### config.mk
export PLATFORM = sky130hd
export DESIGN_NAME = bus_interconnect
export DESIGN_NICKNAME = d
export VERILOG_FILES = /design/src/rtl/bus_interconnect.sv
export SDC_FILE = /design/constraint.sdc
export NUM_CORES = 1
export LEC_CHECK = 0
export ABC_AREA = 0
export CORE_AREA = 2 2 133 135
export DETAILED_ROUTE_END_ITERATION = 16
export DIE_AREA = 0 0 135 137
export PLACE_DENSITY = 0.76
export SLEW_MARGIN = 20
export SYNTH_ARGS = -nofsm -noshare
export SYNTH_HDL_FRONTEND = slang
export SYNTH_SLANG_ARGS = --single-unit
### constraint.sdc
create_clock -name clk -period 5.15 [get_ports clk]
set_input_delay 0.515 -clock clk [delete_from_list [all_inputs] [get_ports clk]]
set_output_delay 0.515 -clock clk [all_outputs]
set_load 0.01 [all_outputs]
### src/rtl/bus_interconnect.sv
`timescale 1ns/1ps
// bus_interconnect
// Single-master address-decoded bus fabric for the aq32 core.
// Each slave port is either a handshake slave (supplies its own wait) or a
// synchronous-read slave (registered read, the fabric inserts one wait cycle).
// Unmapped addresses complete immediately with an error. Accesses that wait
// too long are force-terminated with an error. The first error is held in a
// sticky capture register until software clears it.
module bus_interconnect #(
    parameter int                       N_SLAVES = 6,
    parameter logic [32*N_SLAVES-1:0]   SLV_BASE = {32'hFFFFF800, 32'hFF300000, 32'hFF200000,
                                                    32'hFF100000, 32'hFF000000, 32'hFFF00000},
    parameter logic [32*N_SLAVES-1:0]   SLV_MASK = {32'hFFFFF800, 32'hFFFFC000, 32'hFFFFC000,
                                                    32'hFFFFF800, 32'hFFFFF000, 32'hFFF80000},
    parameter logic [N_SLAVES-1:0]      SYNC_RD  = 6'b111110,
    parameter int                       TIMEOUT  = 255
) (
    input  logic                        clk,
    input  logic                        reset,

    // master side
    input  logic [31:0]                 m_addr,
    input  logic [31:0]                 m_wrdata,
    input  logic [3:0]                  m_bytesel,
    input  logic                        m_wren,
    input  logic                        m_strobe,
    output logic                        m_wait,
    output logic [31:0]                 m_rddata,
    output logic                        m_err,

    // slave side
    output logic [N_SLAVES-1:0]         s_strobe,
    input  logic [N_SLAVES-1:0]         s_wait,
    input  logic [32*N_SLAVES-1:0]      s_rddata,

    // error capture
    output logic                        err_valid,
    output logic [31:0]                 err_addr,
    output logic                        err_timeout,
    input  logic                        err_clr
);

    localparam int          SEL_W     = (N_SLAVES > 1) ? $clog2(N_SLAVES) : 1;
    // wait_cnt value at which a still-waiting access is abandoned
    localparam logic [15:0] WAIT_LAST = 16'(TIMEOUT - 1);

    // Access tracking: IDLE means the next strobed cycle is the first cycle
    // of an access; WAITING means the previous cycle was a stalled cycle of
    // the same access.
    typedef enum logic {
        ST_IDLE    = 1'b0,
        ST_WAITING = 1'b1
    } acc_state_t;

    acc_state_t             state_reg;
    acc_state_t             state_next;
    logic [15:0]            wait_cnt_reg;
    logic [15:0]            wait_cnt_next;

    logic                   err_valid_reg;
    logic                   err_valid_next;
    logic [31:0]            err_addr_reg;
    logic [31:0]            err_addr_next;
    logic                   err_timeout_reg;
    logic                   err_timeout_next;

    logic [N_SLAVES-1:0]    hit;
    logic [31:0]            slv_rddata [N_SLAVES];
    logic [SEL_W-1:0]       sel;
    logic                   any_hit;
    logic                   bus_live;
    logic                   active;
    logic                   first;
    logic                   wait_raw;
    logic                   timeout;
    logic                   decode_err;
    logic                   pass_through;

    // Write data and byte enables go straight to the slaves outside this block.
    logic                   unused_master_bits;
    assign unused_master_bits = ^{m_wrdata, m_bytesel};

    // ------------------------------------------------------------------
    // Per-port address decode, read-data unpacking and strobe generation
    // ------------------------------------------------------------------
    generate
        for (genvar gi = 0; gi < N_SLAVES; gi++) begin : g_port
            assign hit[gi]        = (m_addr & SLV_MASK[32*gi +: 32]) == SLV_BASE[32*gi +: 32];
            assign slv_rddata[gi] = s_rddata[32*gi +: 32];
            assign s_strobe[gi]   = pass_through && (sel == SEL_W'(gi));
        end
    endgenerate

    assign any_hit = |hit;

    // Priority encoder: the lowest-index hitting port owns the access.
    always_comb begin
        sel = '0;
        for (int i = N_SLAVES - 1; i >= 0; i--) begin
            if (hit[i]) begin
                sel = SEL_W'(i);
            end
        end
    end

    // Reset forces every master-facing and slave-facing output to idle,
    // even between clock edges.
    assign bus_live = m_strobe && !reset;
    assign active   = (state_reg == ST_WAITING);
    assign first    = m_strobe && !active;

    // Raw wait request from the selected slave before timeout override.
    always_comb begin
        wait_raw = 1'b0;
        if (bus_live && any_hit) begin
            if (SYNC_RD[sel]) begin
                // registered-read slaves need exactly one stall on reads
                wait_raw = !m_wren && first;
            end else begin
                wait_raw = s_wait[sel];
            end
        end
    end

    assign timeout      = active && wait_raw && (wait_cnt_reg == WAIT_LAST);
    assign decode_err   = bus_live && !any_hit;
    assign pass_through = bus_live && any_hit && !timeout;

    // Master-side response.
    assign m_wait   = wait_raw && !timeout;
    assign m_err    = decode_err || timeout;
    assign m_rddata = pass_through ? slv_rddata[sel] : 32'h0;

    // ------------------------------------------------------------------
    // Access state and wait counter
    // ------------------------------------------------------------------

    // Next-state logic: remain WAITING only while the master is stalled.
    always_comb begin
        state_next    = ST_IDLE;
        wait_cnt_next = 16'h0;
        if (m_strobe && m_wait) begin
            state_next    = ST_WAITING;
            wait_cnt_next = wait_cnt_reg + 16'h1;
        end
    end

    // State register and consecutive-wait counter.
    always_ff @(posedge clk or posedge reset) begin
        if (reset) begin
            state_reg    <= ST_IDLE;
            wait_cnt_reg <= 16'h0;
        end else begin
            state_reg    <= state_next;
            wait_cnt_reg <= wait_cnt_next;
        end
    end

    // ------------------------------------------------------------------
    // Sticky error capture
    // ------------------------------------------------------------------

    // A new error is captured when nothing is held, or when the held error
    // is being cleared in the same cycle (the new error wins over the clear).
    always_comb begin
        err_valid_next   = err_valid_reg;
        err_addr_next    = err_addr_reg;
        err_timeout_next = err_timeout_reg;
        if (m_err && (!err_valid_reg || err_clr)) begin
            err_valid_next   = 1'b1;
            err_addr_next    = m_addr;
            err_timeout_next = timeout;
        end else if (err_clr) begin
            err_valid_next   = 1'b0;
        end
    end

    // Capture registers.
    always_ff @(posedge clk or posedge reset) begin
        if (reset) begin
            err_valid_reg   <= 1'b0;
            err_addr_reg    <= 32'h0;
            err_timeout_reg <= 1'b0;
        end else begin
            err_valid_reg   <= err_valid_next;
            err_addr_reg    <= err_addr_next;
            err_timeout_reg <= err_timeout_next;
        end
    end

    assign err_valid   = err_valid_reg;
    assign err_addr    = err_addr_reg;
    assign err_timeout = err_timeout_reg;

endmodule

# Yosys cells after proc, flatten, opt, wreduce, memory -nomap -nowiden
# Memory sizes are Yosys's and may differ from the RTL's.
# Cells that the tools add are included.
# word_totals
register_bits	51
rom_bits	8
input_bits	271
out_inout_bits	74
wordCells	69
mem_count	1
# memory_table
name	words	width	read_ports	rd_clocked_by_memory_dff	wr	line	source
(no name shown)	8	1	1	0	0	116	if (SYNC_RD[sel]) begin
# classes
addsub	1
magnitude_cmp	2
eq_ne	12
muxes	19
bitwise_logic	1
reduce_logical	28
# op_table
op	count
$bmux W32 S3	1
$mux W32	3
$eq A21 B21 Y1 const B	2
$eq A18 B18 Y1 const B	2
$eq A20 B20 Y1 const B	1
$mux W3	6
$logic_and A1 B1 Y1	17
$add A16 B1 Y16 const B	1
$eq A16 B8 Y1 const B	1
$mux W16	1
$eq A13 B13 Y1 const B	1
$mux W1	7
$eq A3 B2 Y1 const B	2
$eq A3 B3 Y1 const B	2
$logic_not A1 Y1	6
$reduce_or A6 Y1	1
$ge A4 B4 Y1 const B	1
$lt A3 B4 Y1 const B	1
$not A3 Y4	1
$bmux W1 S3	1
$eq A3 B1 Y1 const B	1
$logic_not A3 Y1	1
$logic_or A1 B1 Y1	2
$reduce_bool A2 Y1	1

# Longest topological paths before layout
# Gate-level depths: netlist of run 1.
# logic_depth
word_depth	17
mapped_depth	9
mapped_depth_nobuf	8

# Worst setup path before layout of run 1
# OpenSTA, ideal clock, no wires.
# synth_timing
path_type	input -> output
startpoint	input port m_addr[14]
endpoint	output port m_rddata[18]
arrival_ns	2.849
required_time_ns	4.635
path_slack_ns	1.786
cell_stages	7
path_buffers	1
path_cell_list	or4_1 -> or4_4 -> or4_4 -> nand4_2 -> nand2_4 -> buf_6 -> a211oi_1
# synth_via
elab_chain_len	16
elab_cells_between_ends	28
classes_between	5 x eq/ne; 15 x mux; 1 x bitwise; 6 x reduce/logical; 1 x memory
# synth_lines
element	line	source
start, declared	22	input logic [31:0] m_addr,
$eq A21 B21 Y1	88	assign hit[gi] = (m_addr & SLV_MASK[32*gi +: 32]) == SLV_BASE[32*gi +: 32];
$mux W3 (6 in a row)	100	if (hit[i]) begin
$mem_v2 Z8 W1 or $bmux W1 S3 (tied branches)	-	
$mux W1, on equally long branches	116, 120	
$mux W1	116	
$mux W1	115	if (bus_live && any_hit) begin
$logic_and A1 B1 Y1 (2 in a row)	125	assign timeout = active && wait_raw && (wait_cnt_reg == WAIT_LAST);
$logic_not A1 Y1	127	assign pass_through = bus_live && any_hit && !timeout;
$logic_and A1 B1 Y1	127	
$mux W32 (*)	132	assign m_rddata = pass_through ? slv_rddata[sel] : 32'h0;
end, declared	28	output logic [31:0] m_rddata,
# Every way passes the cells marked *; elsewhere a longest branch is shown, timed or not. The select of a mux whose other input is x is not followed.

# Worst setup path in the final report of run 1
# layout_timing
startpoint	input port m_addr[14]
endpoint	output port m_rddata[6]
# The elaborated chain is that of the path after synthesis.

==> metrics.md, run 1 <==
| Metric | Value |
|---|---|
| Number of global-route vias before repair | between 5000 and 6000 |
| Placed Cells incl. Taps | 989 |
| Min cycle time layout | between 4 and 5 ns |
| WHS | 0.5076 ns |
| Area occupied by multi-input gates | 0.002719 sq mm |
| Max stage delay on crit path | 0.81 ns |
| I/O pins | 345 |
| Share of post-route cells with drive strength above 1 | between 10% and 20% |
| Fmax | 208.5 MHz |
| Post-synth EDFFs | 0 |
| VDD IR max | about 0.14 mV |
| CTS H-tree depth | 2 |
| Syn_nets | 763 |
| Cell mode on critical path | clkdlybuf4s50_1 |
| Final setup margin | 0.3546 ns |
| Gpl congestion | 0.8375 |
| Num Clock Sinks | between 50 and 60 |
| Worst skew pair latency | about 0.30 ns |
| Area Overhead vs Synth | 77.60% |
| Most frequent cells in the layout | clkdlybuf4s50_1 (303), dfrtp_1 (51), nor3_1 (38) |
| Slew Limit Fails | 0 |
| Antenna violation net count after detailed routing | 0 |
| Critical Path Sink Type | primary output |
| Synth cell types | 51 |
| Drt drc | 0 |
| Maxcap violations | 0 |
| Setup-failing EPs final | 0 |
| Post-cts hold buffer count | 0 |
| Post-synth top flop | dfrtp_1 |
| Post-synthesis cell area | 0.004368 sq mm |
| Die area | around 0.018 sq mm |
| Clock buffer depth | 2 |
| Synth warn | 0 |
| CTS Buf Count | 5 |
| Filler instances | 1666 |
| Buf+Inv Stages, Crit Path | 2 |
| WL/cell | 19.58 um |
| Initial Utilization | 25.61% |
| RSZ-0062 raised after global routing | no |
| Largest net degree at the start of global routing | 53 |
| Crit path launch type | input pin |
| Crit path DAT | 4.28 ns |
| Slowest cell on the critical path | o21a_2 |
| Post-DP HPWL | 14590 um |
| Hold crit path type | register to register |
| CP Cell Sequence | clkdlybuf4s50_1 > or4_1 > or4_4 > nor4_4 > o31a_1 > o21a_2 > a211oi_1 > clkdlybuf4s50_1 |
| N_diodes | 0 |
| Initial antenna violation count | 0 |
| Number of I/O port buffers | 303 |
| Core footprint | 0.01706 sq mm |
| Routed WL | 19520 um |
| Max reg flops | 32 |
| Clk slew on worst S/H paths | 0.07 ns |
| Max transition margin | about a third |
| Post-CTS Setup Bufs | 0 |
| Fin. Hold Viols | 0 |
| TritonCTS clock tree | yes |
| Chip width | 135 um |
| CTS Root Cell | clkbuf_16 |
| Reg area | about 0.0013 sq mm |
| Delay-heaviest family, CP | simple AND/OR/NAND/NOR gates |
| Synth Instances | 490 |
| FF+latch count, synth | between 50 and 60 |
| Power per cell area | 160.5 mW/mm^2 |
| CP Max Fanout | 38 |
| CTS resizes | 0 |
| Fin Setup TNS | 0 ns |
| Syn Area/Cell | slightly below 9 sq um |
| Crit share post-route | about 93% |
| Worst Tran Pin Value | 1.017 ns |
| Setup CP Type | input pin to primary output |
| First-pass GRT wire length | roughly 29000 um |
| Via count | 5252 |
| Die Y | 137 um |
| Status | complete, no violations |
| Gr ovfl total | 0 |
| Commonest non-fill, non-tap cell in the layout | clkdlybuf4s50_1 |
| Drt initial violations | slightly above 400 |
| Core Rows | 48 |
| Total GRT Usage | 19.79% |
| Finished Layout Cells | 997 |
| Drt via density | about 5.3 |
| 1st-pass router iterations | 5 |
| LEAKAGE | approximately 2.8 nW |
| Clock skew | 0.007584 ns |
| Async set-reset flop share out of synthesis | 100.0% |
| Sequential cell area fraction in the yosys report | 29.22% |
| Final Net Count | 1044 |
| Worst slack, placed | 0.3534 ns |
| Req. time, crit path | 4.64 ns |
-- report_power, final --
| part | internal (mW) | switching (mW) |
|---|---|---|
| clock network | 0.184 | 0.155 |
| registers | 0.447 | 0.0258 |
| logic | 0.304 | 0.129 |
| total | 0.935 | 0.310 |
-- metal layers --
layer  share of wire (%)  routed length [um]  vias to the layer above  track usage (%)
met5                   0                   0                        -                0
met4                 1.2                 243                        0            4.282
met3                 6.9                1352                       18            3.667
met2                  49                9565                      221            33.47
met1                  43                8358                     2536            26.37
li1                    -                   -                     2477                -
-- worst register-to-register path, stage by stage (launching register included) --
cell and delay, ns:
dfrtp_1 0.42, or4_1 0.56, nor4_1 0.34, nand3_1 0.11
or4_1 0.46, o21ai_4 0.08, buf_4 0.49, mux2_2 0.42
-- metrics by stage --
stage / utilization (%) / instance area (sq um) / power (mW)
floorplan: - / 4368 / 0.6112
global placement: 44.59 / 7605 / 0.9070
detailed placement: 44.59 / 7605 / 0.9119
CTS: 45.48 / 7757 / 1.253
global route: 45.48 / 7757 / 1.302
finish: 45.48 / 7757 / 1.245
-- final timing paths --
check	slack, ns	cells past startpoint	from	endpoint
max in group asynchronous	3.95	3	reset	err_addr[20]
min in group asynchronous	0.75	3	reset	wait_cnt_reg[13]
hold / removal	0.51	1	err_addr[10]	err_addr[10]
hold reg to reg	0.51	1	err_addr[10]	err_addr[10]
setup reg to reg	2.16	7	wait_cnt_reg[13]	err_addr[10]
setup / recovery	0.35	8	m_addr[14]	m_rddata[6]
-- kinds of logic (layout without fill, tap and decap cells) --
group                      count (synthesis)  after routing  share of synthesized area, %
AOI/OAI and AO/OA                        143            143                         25.84
xor gates and xnor gates                  14             14                         2.807
adders and majority gates                  2              2                        0.5728
buffers and inverters                     83            365                         8.708
DFF                                       51             51                         29.22
muxes                                     32             32                         10.83
and+or+nand+nor                          165            165                         22.03
-- synth_stat cells (3+ instances only) --
cell | n | area share [%]
nor3_1 | 38 | 4.4
buf_6 | 8 | 2.1
and4_1 | 4 | 0.80
nor2_1 | 21 | 1.8
o211ai_1 | 3 | 0.52
and2_1 | 4 | 0.57
o21ai_0 | 32 | 3.7
mux2_4 | 30 | 10
xor2_1 | 12 | 2.4
dfrtp_1 | 51 | 29
nand4_1 | 11 | 1.6
nand3_1 | 14 | 1.6
nor3b_1 | 3 | 0.52
a22oi_1 | 34 | 5.8
clkbuf_1 | 33 | 2.8
inv_1 | 36 | 3.1
nand2_1 | 10 | 0.86
and3_1 | 3 | 0.43
a211oi_2 | 12 | 3.4
or4_1 | 7 | 1.2
a211oi_1 | 20 | 3.4
buf_2 | 4 | 0.46
nor4_1 | 36 | 5.2
a2111oi_0 | 31 | 6.2
-- cell type report --
class                      count  share of cell area, %
timing repair buffer         321                  41.16
clock buffer                   5                  1.613
clock inverter                 3                 0.3548
multi-input combinational    356                  35.05
tap                          225                  3.629
sequential                    51                  16.45
inverter                      36                  1.742
(Power assumes the default switching activity.)
==> run 2: changes to the inputs <==
--- a/config.mk
+++ b/config.mk
@@ -10,7 +10,6 @@
 export DETAILED_ROUTE_END_ITERATION = 16
 export DIE_AREA = 0 0 135 137
 export PLACE_DENSITY = 0.76
-export SLEW_MARGIN = 20
 export SYNTH_ARGS = -nofsm -noshare
 export SYNTH_HDL_FRONTEND = slang
 export SYNTH_SLANG_ARGS = --single-unit
==> results of run 2 <==
Same layout as run 1: the final DEF is identical, and so are final timing and power.
==> run 3: changes to the inputs <==
==> constraint.sdc (replaced) <==
create_clock -name clk -period 5.15 [get_ports clk]
set_input_delay 1.03 -clock clk [delete_from_list [all_inputs] [get_ports clk]]
set_output_delay 1.03 -clock clk [all_outputs]
set_load 0.01 [all_outputs]
==> metrics.md, run 3 (same netlist as run 1, synthesis figures left out) <==
| Metric | Value |
|---|---|
| Status | complete, no violations |
| Drt via density | 5.244 (-0.45%) |
| Logic pwr share | 35.3% (+0.5 points) |
| Post-DP HPWL | 15640 um (+7.2%) |
| LEAKAGE | 3.219 nW (+15%) |
| Req. time, crit path | 4.12 ns (-0.52 ns) |
| Sequential Power Share | 37.4% (-0.6 points) |
| Clock group share of total power | 27.3% (about the same) |
| Hold crit path type | register to register |
| CTS Root Cell | clkbuf_16 |
| Fmax | 196.3 MHz (-5.8%) |
| Routed WL | 20720 um (+6.2%) |
| Core footprint | 0.01706 sq mm (unchanged) |
| Area Overhead vs Synth | 87.00% |
| Clock buffer depth | 2 (unchanged) |
| CTS H-tree depth | 2 (unchanged) |
| Maxcap violations | 0 (unchanged) |
| Antenna violation net count after detailed routing | 0 (unchanged) |
| Placed Cells incl. Taps | 1039 (+5.1%) |
| Share of post-route cells with drive strength above 1 | 18.10% (+7.4 points) |
| Worst Tran Pin Value | 1.063 ns (+0.04529 ns) |
| Final setup margin | 0.05694 ns (-0.2976 ns) |
| Setup-failing EPs final | 0 (unchanged) |
| Core Rows | 48 (unchanged) |
| Max reg flops | 32 (unchanged) |
| Initial antenna violation count | 0 (unchanged) |
| N_diodes | 0 (unchanged) |
| Via count | 5496 (+4.6%) |
| Clock skew | 0.006171 ns (-0.001413 ns) |
| CP Cell Sequence | clkdlybuf4s50_1 > or4_4 > or4_4 > or4_4 > nand3_2 > buf_4 > o21ai_0 > a211oi_1 > dlygate4sd1_1 |
| Num Clock Sinks | 51 (unchanged) |
| TritonCTS clock tree | yes |
| Net Sw Frac | 25.51% (+0.58 points) |
| Drt drc | 0 (unchanged) |
| Sw power | 322.7 uW (+3.9%) |
| Fin Setup TNS | 0 ns (unchanged) |
| Post-CTS Setup Bufs | 0 (unchanged) |
| Gr ovfl total | 0 (unchanged) |
| Worst skew pair latency | 0.30 ns (about the same) |
| Crit path DAT | 4.06 ns (-0.22 ns) |
| CP Max Fanout | 9 (-76%) |
| Power per cell area | 154.9 mW/mm^2 (-3.5%) |
| CTS Buf Count | 5 (unchanged) |
| Crit share post-route | 98.89% (+5.8 points) |
| Total GRT Usage | 20.47% (+0.68 points) |
| I/O pins | 345 (unchanged) |
| Tot Pwr | 1.265 mW (+1.6%) |
| Final Net Count | 1095 (+4.9%) |
| Finished Layout Cells | 1048 (+5.1%) |
| Number of global-route vias before repair | 5413 (+6.5%) |
| Chip width | 135 um (unchanged) |
| VDD IR max | 0.1150 mV (-17%) |
| Die area | 0.01850 sq mm (unchanged) |
| Min cycle time layout | 5.093 ns (+0.2976 ns) |
| Number of I/O port buffers | 303 (unchanged) |
| Slew Limit Fails | 0 (unchanged) |
| Clk slew on worst S/H paths | 0.07 ns (about the same) |
| Cell mode on critical path | or4_4 |
| Worst slack, placed | -0.2401 ns (-0.5935 ns) |
| Int Pwr | 942.3 uW (+0.81%) |
| Commonest non-fill, non-tap cell in the layout | clkdlybuf4s50_1 |
| Gpl congestion | 0.8655 (+3.3%) |
| Slowest cell on the critical path | or4_4 |
| WL/cell | 19.77 um (+1.0%) |
| Most frequent cells in the layout | clkdlybuf4s50_1 (263), buf_4 (61), dfrtp_1 (51) |
| Fin. Hold Viols | 0 (unchanged) |
| WHS | 0.5068 ns (-0.0008020 ns) |
| Crit path launch type | input pin |
| First-pass GRT wire length | 29580 um (+3.8%) |
| Die Y | 137 um (unchanged) |
| Drt initial violations | 390 (-5.6%) |
| Critical Path Sink Type | primary output |
| Initial Utilization | 25.61% (unchanged) |
| Max transition margin | 28.89% (-3.3 points) |
| Max stage delay on crit path | 0.58 ns (-0.23 ns) |
| Largest net degree at the start of global routing | 52 (-1.9%) |
| 1st-pass router iterations | 5 (unchanged) |
| Setup CP Type | input pin to primary output |
| RSZ-0062 raised after global routing | no |
==> run 3: cell types whose count changed in the layout (fill, tap and decap cells not counted), sizes merged <==
| cell | delta |
|---|---|
| clkdlybuf4s15 | +3 |
| buf | +50 |
| dlygate4sd1 | +1 |
| dlygate4sd2 | +26 |
| clkbuf | +11 |
| clkdlybuf4s50 | -40 |
==> run 3: through the flow <==
step | utilization (%) | area (sq um)
after detailed placement | 47.15 | 8043
after global placement | 47.15 | 8043
final | 47.89 | 8168
after CTS | 47.75 | 8144
after floorplan | - | 4368
after global routing | 47.89 | 8168
==> run 3: worst max-delay path, delay by kind of cell <==
kind / cells / cell delay [ns]
simple gates: 4 / 1.71
buf+inv: 3 / 0.93
compound gates: 2 / 0.39
==> run 3: final cells by class <==
type / instances / area (sq um)
clock inverter: 3 / 23.77
tap: 225 / 281.5
sequential: 51 / 1276
fill: 1624 / 8889
inverter: 36 / 135.1
timing repair buffer: 372 / 3572
multi-input combinational: 356 / 2754
clock buffer: 5 / 125.1
==> run 3: what timing repair did <==
| item | CTS | global route |
|---|---|---|
| pin swaps | 0 | 6 |
| endpoints found under the hold margin | 0 | 0 |
| hold buffers | 0 | 0 |
| resized for setup | 42 | 37 |
| cloned | 0 | 1 |
| endpoints found under the setup margin | 40 | 39 |
==> run 3: path summary, 6_finish.rpt <==
check,startpoint,to,slack [ns],cells past startpoint
max in group asynchronous,reset,err_addr[20],3.43,3
worst min-delay path,err_addr[5],err_addr[5],0.51,1
worst max-delay path,m_addr[14],m_rddata[5],0.06,9
worst min register to register,err_addr[5],err_addr[5],0.51,1
worst max register to register,wait_cnt_reg[13],err_addr[10],2.04,7
min in group asynchronous,reset,wait_cnt_reg[3],1.26,3
==> run 3: power by group through the flow <==
stage          clock network [mW]  registers, mW  logic (mW)
2_1_floorplan                   0          0.501       0.111
3_3_place_gp                    0          0.478       0.440
3_5_place_dp                    0          0.480       0.445
4_1_cts                     0.346          0.473       0.448
5_1_grt                     0.363          0.479       0.471
6_report                    0.346          0.472       0.447
==> run 3: metal layers <==
layer | global-route usage [%] | part of all wire (%)
met1 | 25.76 | 42
met2 | 36.29 | 50
met3 | 4.037 | 6.7
met4 | 4.456 | 1.6
met5 | 0 | 0
